--- src/rtl/lcd_bus_arbiter.sv ---
// Shares the HD44780 LCD bus between two single-write requesters after running power-on wait and init.
// Latency: ack pulses SETUP+E_HIGH+HOLD+exec cycles after the grant cycle; at least one IDLE cycle between transfers.
// Backpressure: a requester holds req until its ack; held requests wait through power-on, init and the other side's transfer.
//
// Ports:
//   clk, rst          : system clock, synchronous active-high reset
//   req0/rs0/data0    : requester 0 write request, register select, byte; ack0 pulses on completion
//   req1/rs1/data1    : requester 1, same as above; ack1 pulses on completion
//   rs, e, data       : LCD pins (all registered)
//   ready             : init sequence finished, sticky until reset
//   busy              : high in every state except IDLE
module lcd_bus_arbiter #(
  parameter int POWERON_CYC   = 2_000_000,
  parameter int SETUP_CYC     = 8,
  parameter int E_HIGH_CYC    = 40,
  parameter int HOLD_CYC      = 8,
  parameter int EXEC_CYC      = 5000,
  parameter int LONG_EXEC_CYC = 200_000
) (
  input  logic       clk,
  input  logic       rst,
  input  logic       req0,
  input  logic       rs0,
  input  logic [7:0] data0,
  output logic       ack0,
  input  logic       req1,
  input  logic       rs1,
  input  logic [7:0] data1,
  output logic       ack1,
  output logic       rs,
  output logic       e,
  output logic [7:0] data,
  output logic       ready,
  output logic       busy
);

  function automatic int max2(input int a, input int b);
    return (a > b) ? a : b;
  endfunction

  localparam int CNT_MAX = max2(max2(max2(POWERON_CYC, SETUP_CYC), max2(E_HIGH_CYC, HOLD_CYC)),
                                max2(EXEC_CYC, LONG_EXEC_CYC));
  localparam int CW = $clog2(CNT_MAX + 1);

  typedef logic [CW-1:0] cnt_t;

  // Terminal counts: a phase of N cycles runs with cnt = 0 .. N-1.
  localparam cnt_t PWR_LAST   = cnt_t'(POWERON_CYC - 1);
  localparam cnt_t SETUP_LAST = cnt_t'(SETUP_CYC - 1);
  localparam cnt_t EHI_LAST   = cnt_t'(E_HIGH_CYC - 1);
  localparam cnt_t HOLD_LAST  = cnt_t'(HOLD_CYC - 1);
  localparam cnt_t EXEC_LAST  = cnt_t'(EXEC_CYC - 1);
  localparam cnt_t LONG_LAST  = cnt_t'(LONG_EXEC_CYC - 1);

  typedef enum logic [2:0] {PWR_WAIT, INIT_LOAD, IDLE, SETUP, E_HI, HOLD, EXEC} state_t;

  function automatic logic [7:0] init_rom(input logic [1:0] i);
    case (i)
      2'd0:    return 8'h38;  // 8-bit bus, 2 lines, 5x8 font
      2'd1:    return 8'h0C;  // display on, cursor off
      2'd2:    return 8'h06;  // increment, no shift
      default: return 8'h01;  // clear
    endcase
  endfunction

  state_t     state, state_nxt;
  cnt_t       cnt, cnt_nxt;
  logic [1:0] idx, idx_nxt;
  logic       last_grant, last_grant_nxt;
  logic       rs_nxt, e_nxt, ack0_nxt, ack1_nxt, ready_nxt, busy_nxt;
  logic [7:0] data_nxt;
  logic       long_cmd, grant0, grant1;
  cnt_t       exec_last;

  // Clear and home need the long execution wait; judged on the byte already on the bus.
  assign long_cmd  = !rs && (data == 8'h01 || data == 8'h02);
  assign exec_last = long_cmd ? LONG_LAST : EXEC_LAST;

  // On a tie, the requester that did not win last time goes first.
  assign grant0 = req0 && (!req1 || last_grant);
  assign grant1 = req1 && (!req0 || !last_grant);

  always_comb begin
    state_nxt      = state;
    cnt_nxt        = cnt + cnt_t'(1);
    idx_nxt        = idx;
    last_grant_nxt = last_grant;
    rs_nxt         = rs;
    data_nxt       = data;
    ready_nxt      = ready;

    unique case (state)
      PWR_WAIT: begin
        if (cnt == PWR_LAST) begin
          state_nxt = INIT_LOAD;
          cnt_nxt   = '0;
        end
      end
      INIT_LOAD: begin
        rs_nxt    = 1'b0;
        data_nxt  = init_rom(idx);
        state_nxt = SETUP;
        cnt_nxt   = '0;
      end
      IDLE: begin
        cnt_nxt = '0;
        if (grant0) begin
          rs_nxt         = rs0;
          data_nxt       = data0;
          last_grant_nxt = 1'b0;
          state_nxt      = SETUP;
        end else if (grant1) begin
          rs_nxt         = rs1;
          data_nxt       = data1;
          last_grant_nxt = 1'b1;
          state_nxt      = SETUP;
        end
      end
      SETUP: begin
        if (cnt == SETUP_LAST) begin
          state_nxt = E_HI;
          cnt_nxt   = '0;
        end
      end
      E_HI: begin
        if (cnt == EHI_LAST) begin
          state_nxt = HOLD;
          cnt_nxt   = '0;
        end
      end
      HOLD: begin
        if (cnt == HOLD_LAST) begin
          state_nxt = EXEC;
          cnt_nxt   = '0;
        end
      end
      EXEC: begin
        if (cnt == exec_last) begin
          cnt_nxt = '0;
          if (ready) begin
            state_nxt = IDLE;
          end else begin
            // ready is low only while the init ROM is being played out
            idx_nxt = idx + 2'd1;
            if (idx == 2'd3) begin
              ready_nxt = 1'b1;
              state_nxt = IDLE;
            end else begin
              state_nxt = INIT_LOAD;
            end
          end
        end
      end
      default: begin
        state_nxt = PWR_WAIT;
        cnt_nxt   = '0;
      end
    endcase

    // Outputs are registered from the next state so they line up with the state they describe.
    e_nxt    = (state_nxt == E_HI);
    busy_nxt = (state_nxt != IDLE);
    ack0_nxt = ready && (state_nxt == EXEC) && (cnt_nxt == exec_last) && !last_grant_nxt;
    ack1_nxt = ready && (state_nxt == EXEC) && (cnt_nxt == exec_last) &&  last_grant_nxt;
  end

  always_ff @(posedge clk) begin
    if (rst) begin
      state      <= PWR_WAIT;
      cnt        <= '0;
      idx        <= 2'd0;
      last_grant <= 1'b1;
      rs         <= 1'b0;
      e          <= 1'b0;
      data       <= 8'h00;
      ack0       <= 1'b0;
      ack1       <= 1'b0;
      ready      <= 1'b0;
      busy       <= 1'b1;
    end else begin
      state      <= state_nxt;
      cnt        <= cnt_nxt;
      idx        <= idx_nxt;
      last_grant <= last_grant_nxt;
      rs         <= rs_nxt;
      e          <= e_nxt;
      data       <= data_nxt;
      ack0       <= ack0_nxt;
      ack1       <= ack1_nxt;
      ready      <= ready_nxt;
      busy       <= busy_nxt;
    end
  end

endmodule

--- config.mk ---
export PLATFORM = sky130hd
export DESIGN_NAME = lcd_bus_arbiter
export DESIGN_NICKNAME = d
export VERILOG_FILES = /design/src/rtl/lcd_bus_arbiter.sv
export SDC_FILE = /design/constraint.sdc
export NUM_CORES = 1
export LEC_CHECK = 0
export CORE_UTILIZATION = 45
export CTS_CLUSTER_SIZE = 12
export DETAILED_ROUTE_END_ITERATION = 6
export HOLD_SLACK_MARGIN = 0.02
export PLACE_DENSITY = 0.74
export RECOVER_POWER = 50
export SYNTH_ARGS = -nofsm -noshare
export SYNTH_HDL_FRONTEND = slang
export SYNTH_SLANG_ARGS = --single-unit
--- constraint.sdc ---
create_clock -name clk -period 4.6 [get_ports clk]
set_input_delay 0.92 -clock clk [delete_from_list [all_inputs] [get_ports clk]]
set_output_delay 0.92 -clock clk [all_outputs]
set_load 0.03 [all_outputs]
## Word-level counts from Yosys, hierarchy flattened

Cells that the tools add are included.

- Memories: 0
- RAM bits: 0
- Register bits after elaboration: 41
- Bits in latches: 0
- Bits in read-only memories: 0
- Logic and storage cells: 84
- Output and inout port bits: 14
- Input bits: 22

- Muxes and demuxes: 28
- Add/subtract/negate cells: 2
- Bitwise operators: 1
- Shift operators: 0
- Reduce and logical (&&, ||, !) cells: 22
- Equal/unequal tests: 20
- Order comparisons: 0
- Div/mod/pow operators: 0
- Multipliers: 0

Operators with widths:

| operator | number |
|---|---|
| $mux W21 | 4 |
| $pmux W21 S4 | 1 |
| $eq A21 B18 Y1 | 2 |
| $add A21 B1 Y21 const B | 1 |
| $eq A21 B21 Y1 const B | 1 |
| $eq A21 B3 Y1 const B | 1 |
| $eq A21 B6 Y1 const B | 1 |
| $mux W3 | 7 |
| $pmux W3 S7 | 1 |
| $mux W18 | 1 |
| $pmux W6 S3 | 1 |
| $mux W8 | 2 |
| $pmux W8 S2 | 1 |
| $eq A3 B3 Y1 const B | 5 |
| $eq A8 B1 Y1 const B | 1 |
| $eq A8 B2 Y1 const B | 1 |
| $logic_and A1 B1 Y1 | 7 |
| $mux W1 | 7 |
| $eq A3 B2 Y1 const B | 2 |
| $logic_not A1 Y1 | 5 |
| $eq A2 B2 Y1 const B | 2 |
| $mux W2 | 2 |
| $reduce_and A2 Y1 | 2 |
| $eq A3 B1 Y1 const B | 1 |
| other kinds (12) | 14 |

## Logic depth before layout (Yosys ltp)

- Depth after elaboration: 11
- Depth in mapped cells: 10
- Mapped depth without buffers: 8

## Worst setup path before layout

No wires, ideal clock.

- Path type: reg2reg
- Start point: reg cnt[13]
- End point: reg cnt[7]
- Buffers on the path: 3
- Period minus slack after synthesis: 2.723 ns
- Library setup time: 0.136 ns
- Data required time: 4.464 ns
- Slack: 1.877 ns
- Arrival: 2.587 ns
- Stages on the path, launching flop included: 11
- Cell sequence: dfxtp_1 -> buf_6 -> or4_1 -> or4_1 -> buf_2 -> a211o_1 -> or2_1 -> o2bb2ai_1 -> o21bai_1 -> buf_4 -> nor3_1

- Longest elaborated chain between the ends: 3
- Elaborated cells between the ends (all ways): 9
- Classes of those cells: 4 x eq/ne; 5 x mux

Ends and longest elaborated chain:

| item | RTL line | source |
|---|---|---|
| start: declaration | 67 | `cnt_t cnt, cnt_nxt;` |
| start signal: assignment | 182 | `cnt <= cnt_nxt;` |
| $eq A21 B18 Y1 (tied with other cells) | 138 | `if (cnt == exec_last) begin` |
| $mux W21, on equally long branches | -- |  |
| $pmux W21 S4 (*) | 92 | `unique case (state)` |

Mark *: on every way between the ends. The rest lies on a longest branch, timed or not.
A chain may end at the register's enable or synchronous reset.

## Final worst setup path

- Start point: reg cnt[5]
- End point: reg ack0

- Longest elaborated chain between the ends: 7
- Elaborated cells between the ends (all ways): 21
- Classes of those cells: 1 x add/sub; 6 x eq/ne; 11 x mux; 3 x reduce/logical

Ends and longest elaborated chain:

| item | RTL line | source |
|---|---|---|
| parallel branches: the longest is 5 deep, another holds $add A21 B1 Y21 | -- |  |
| $logic_and A1 B1 Y1 (*) (2 in series) | 163 | `ack0_nxt = ready && (state_nxt == EXEC) && (cnt_nxt == exec_last) && !last_grant_nxt;` |
| end signal: assignment | 188 | `ack0 <= ack0_nxt;` |
| end: declaration | 25 | `output logic ack0,` |

Every way passes the cells marked *.

==> impl_metrics.ini <==
[run_status]
outcome = finished, final reports clean

[finish]
nets = 377
antennaDiodeCount = 0
syn2layout_area_growth_pct = 16.67
drive_above_1_share_pct = 6.000
fill_cells = 525

[detailed_routing]
drt-total-wl_um = 6563
drc = 0
via_per_inst = 5.836
drt-initial-drc-count = 429
ant_nets = 0
vias = 2463
wl_per_cell_um = 15.55
drtPass1Iterations = 6

[sta]
tns_ns = 0
worst_slew_pin_slew_ns = 0.7268
fmaxAchievable_mhz = 316.4
relSlewSlack_pct = 51.10
drv_slew = 0
hold_viol = 0
grt_setup_unrepaired = false
period_minus_slack_ns = 3.161
setup_violations = 0
worst_clock_skew_ns = 0.006704
period_share_pct = 68.72

[worst_hold_path]
hold_path.startpoint = data[3]
hold_path.class = reg2reg

[cts]
numCtsBuffers = 5
clkTransAtPathRegs_ns = 0.08
clock_sinks = 41
htreeDepth = 2
cts.path.max_buffers = 2
cts_setup_buffers = 0
clk_latency_ns = 0.29
cts_tree = yes
cts_resized = 0
cts_root_buf = clkbuf_8
holdBufCountCts = 0

[power]
power_switching_uw = 216.0
vdd_drop_max_mv = 0.1989
pwr-share-comb_pct = 16.9
pwr_density_cell_nw_per_um2 = 261.6
cellLeakagePower_nw = 1.064
seq_power_share_pct = 48.5
switching_share_pct = 27.01
p_total_uw = 799.7
clkPwrFrac_pct = 34.6
p_int_uw = 583.7

[global_route]
grt_pass1_vias = 2331
antenna_found_initial = 0
grt_pass1_wl_um = 11130
overflow = 0
grt_max_degree = 19
track_usage_pct = 22.93

[worst_setup_path]
crit_path_start_kind = flop
path_max_fanout = 15
end_kind = flop
crit_required_ns = 4.84
cp.arrival_ns = 3.40
crit_start = cnt[5]
critPathKind = reg2reg
rr_startpoint = cnt[5]

[yosys]
ys_seq_area_share_pct = 31.33
synth_top_cell_area_share_pct = 31.33
synthFlopType = dfxtp_1
synth_area_per_cell_um2 = 7.892
synthDistinctLibCells = 60
synth_edf_count = 0
ys_warn_count = 0
yosysTopAreaCell = dfxtp_1
synthTopCellsByArea = dfxtp_1 31%, nor2_1 7.6%, xnor2_1 6.7%
synth.ff_latch_count = 41
syn_inst = 332
async_flop_share_pct = 0
netlist_area_um2 = 2620
synth_fp_nets = 359

[placed_design]
finalWeightedCongestion = 0.8996
place.detailed.hpwl_um = 4902
io_buffers = 35

[flow_run]
drv_cap = 0

[floorplanning]
start_util_pct = 47.00
die_area_um2 = 6132
die_x_um = 78.31
fp.dieH_um = 78.31
ios = 36
fp.coreArea_um2 = 5574
rows = 27
## synth_stat cells (3+ instances only)
master,count
mux2i_1,10
o21ai_0,5
dfxtp_1,41
xnor2_1,20
or3_1,4
nor2b_1,4
a21oi_1,17
o31ai_1,3
xor2_1,6
nor2_1,53
clkbuf_1,17
nand2_1,13
buf_2,4
nor4_1,12
inv_1,11
ha_1,5
nor4b_1,3
a211oi_1,7
and3_1,3
buf_1,3
nand4_1,7
a31oi_1,6
nand3_1,13
or4_1,7
nor3_1,11
## cell type report
class	count	area, µm²	share of cell area (%)
Clock inverter	2	35.03	1.146
Timing Repair Buffer	38	369.1	12.08
Clock buffer	5	68.82	2.251
Tap cell	72	90.09	2.947
Inverter	11	41.29	1.351
Sequential cell	41	820.8	26.85
Multi-Input combinational cell	253	1632	53.38
## metrics by stage
stage / cells / cell area [µm²] / hold slack (ns) / setup slack, ns / util, %
finish: 422 / 3057 / 0.5263 / 1.439 / 54.84
global route: 422 / 3057 / 0.5656 / 1.230 / 54.84
CTS: 422 / 3065 / 0.5331 / 1.531 / 54.99
detailed placement: 415 / 2962 / 0.5141 / 1.425 / 53.13
global placement: 415 / 2962 / 0.4990 / 1.488 / 53.13
floorplan: 332 / 2620 / 0.4630 / 1.877 / -
## critical path, cell delays in order (launching register included)
cell and delay (ns):
dfxtp_1 0.70, nand4_1 0.44, or3_1 0.53, nor3_1 0.21, a21oi_1 0.06, nor4_1 0.60, o2111ai_1 0.23, and4bb_2 0.33
## cell usage in the layout (no fill, tap or decap), types with 2 or more instances in the layout
cell and instances:
a211o_1 2, a211oi_1 8, a21oi_1 17, a22oi_1 2, a31oi_1 6, and2_1 2
and3_1 3, buf_4 2, clkbuf_8 5, clkdlybuf4s50_1 19, dfxtp_1 41, dlygate4sd3_1 16
ha_1 5, inv_1 11, mux2i_1 10, nand2_1 13, nand2b_1 2, nand3_1 13
nand3b_1 2, nand4_1 7, nand4b_1 2, nor2_1 53, nor2b_1 4, nor3_1 11
nor3b_1 2, nor4_1 12, nor4b_1 3, o21ai_0 5, o22ai_1 2, o2bb2ai_1 2
o31ai_1 3, o32ai_1 2, or3_1 4, or4_1 7, xnor2_1 20, xor2_1 6
## power by group through the flow
| stage | Sequential [mW] | Combinational [mW] | Clock, mW |
|---|---|---|---|
| after floorplan | 0.399 | 0.0842 | 0 |
| after global placement | 0.396 | 0.138 | 0 |
| after detailed placement | 0.396 | 0.139 | 0 |
| after CTS | 0.388 | 0.139 | 0.282 |
| after global routing | 0.391 | 0.150 | 0.292 |
| final | 0.388 | 0.135 | 0.276 |
## path summary, 6_finish.rpt
| check | end | slack [ns] | depth (start not counted) |
|---|---|---|---|
| max | ack0 | 1.44 | 7 |
| max reg2reg | ack0 | 1.44 | 7 |
| min | data[3] | 0.53 | 2 |
| min reg2reg | data[3] | 0.53 | 2 |
## layer usage
layer	vias to the layer above	track usage, %	wire (µm)
met1	1126	31.54	2967
met3	10	4.070	458
li1	1231	-	-
met4	0	7.593	125
met2	96	36.14	3012
met5	-	0	0
## registers in the layout, summed over array words and instances (netlist names)
name and count:
rs 1, idx 2, busy 1, data 8, state 3, ack0 1, ack1 1, ready 1
e 1, last_grant 1, cnt 21
## logic make-up (layout without fill, tap and decap cells)
| family | after synthesis | in the layout | share of synthesized area, % |
|---|---|---|---|
| AND/OR/NAND/NOR | 151 | 151 | 31.61 |
| AO/OA/AOI/OAI | 59 | 59 | 15.14 |
| flip-flops | 41 | 41 | 31.33 |
| buffers and inverters | 38 | 56 | 6.208 |
| XOR/XNOR | 26 | 26 | 8.692 |
| multiplexers | 11 | 11 | 4.250 |
| adder cells (fa/ha/maj) | 6 | 6 | 2.770 |
(Power assumes the default switching activity.)
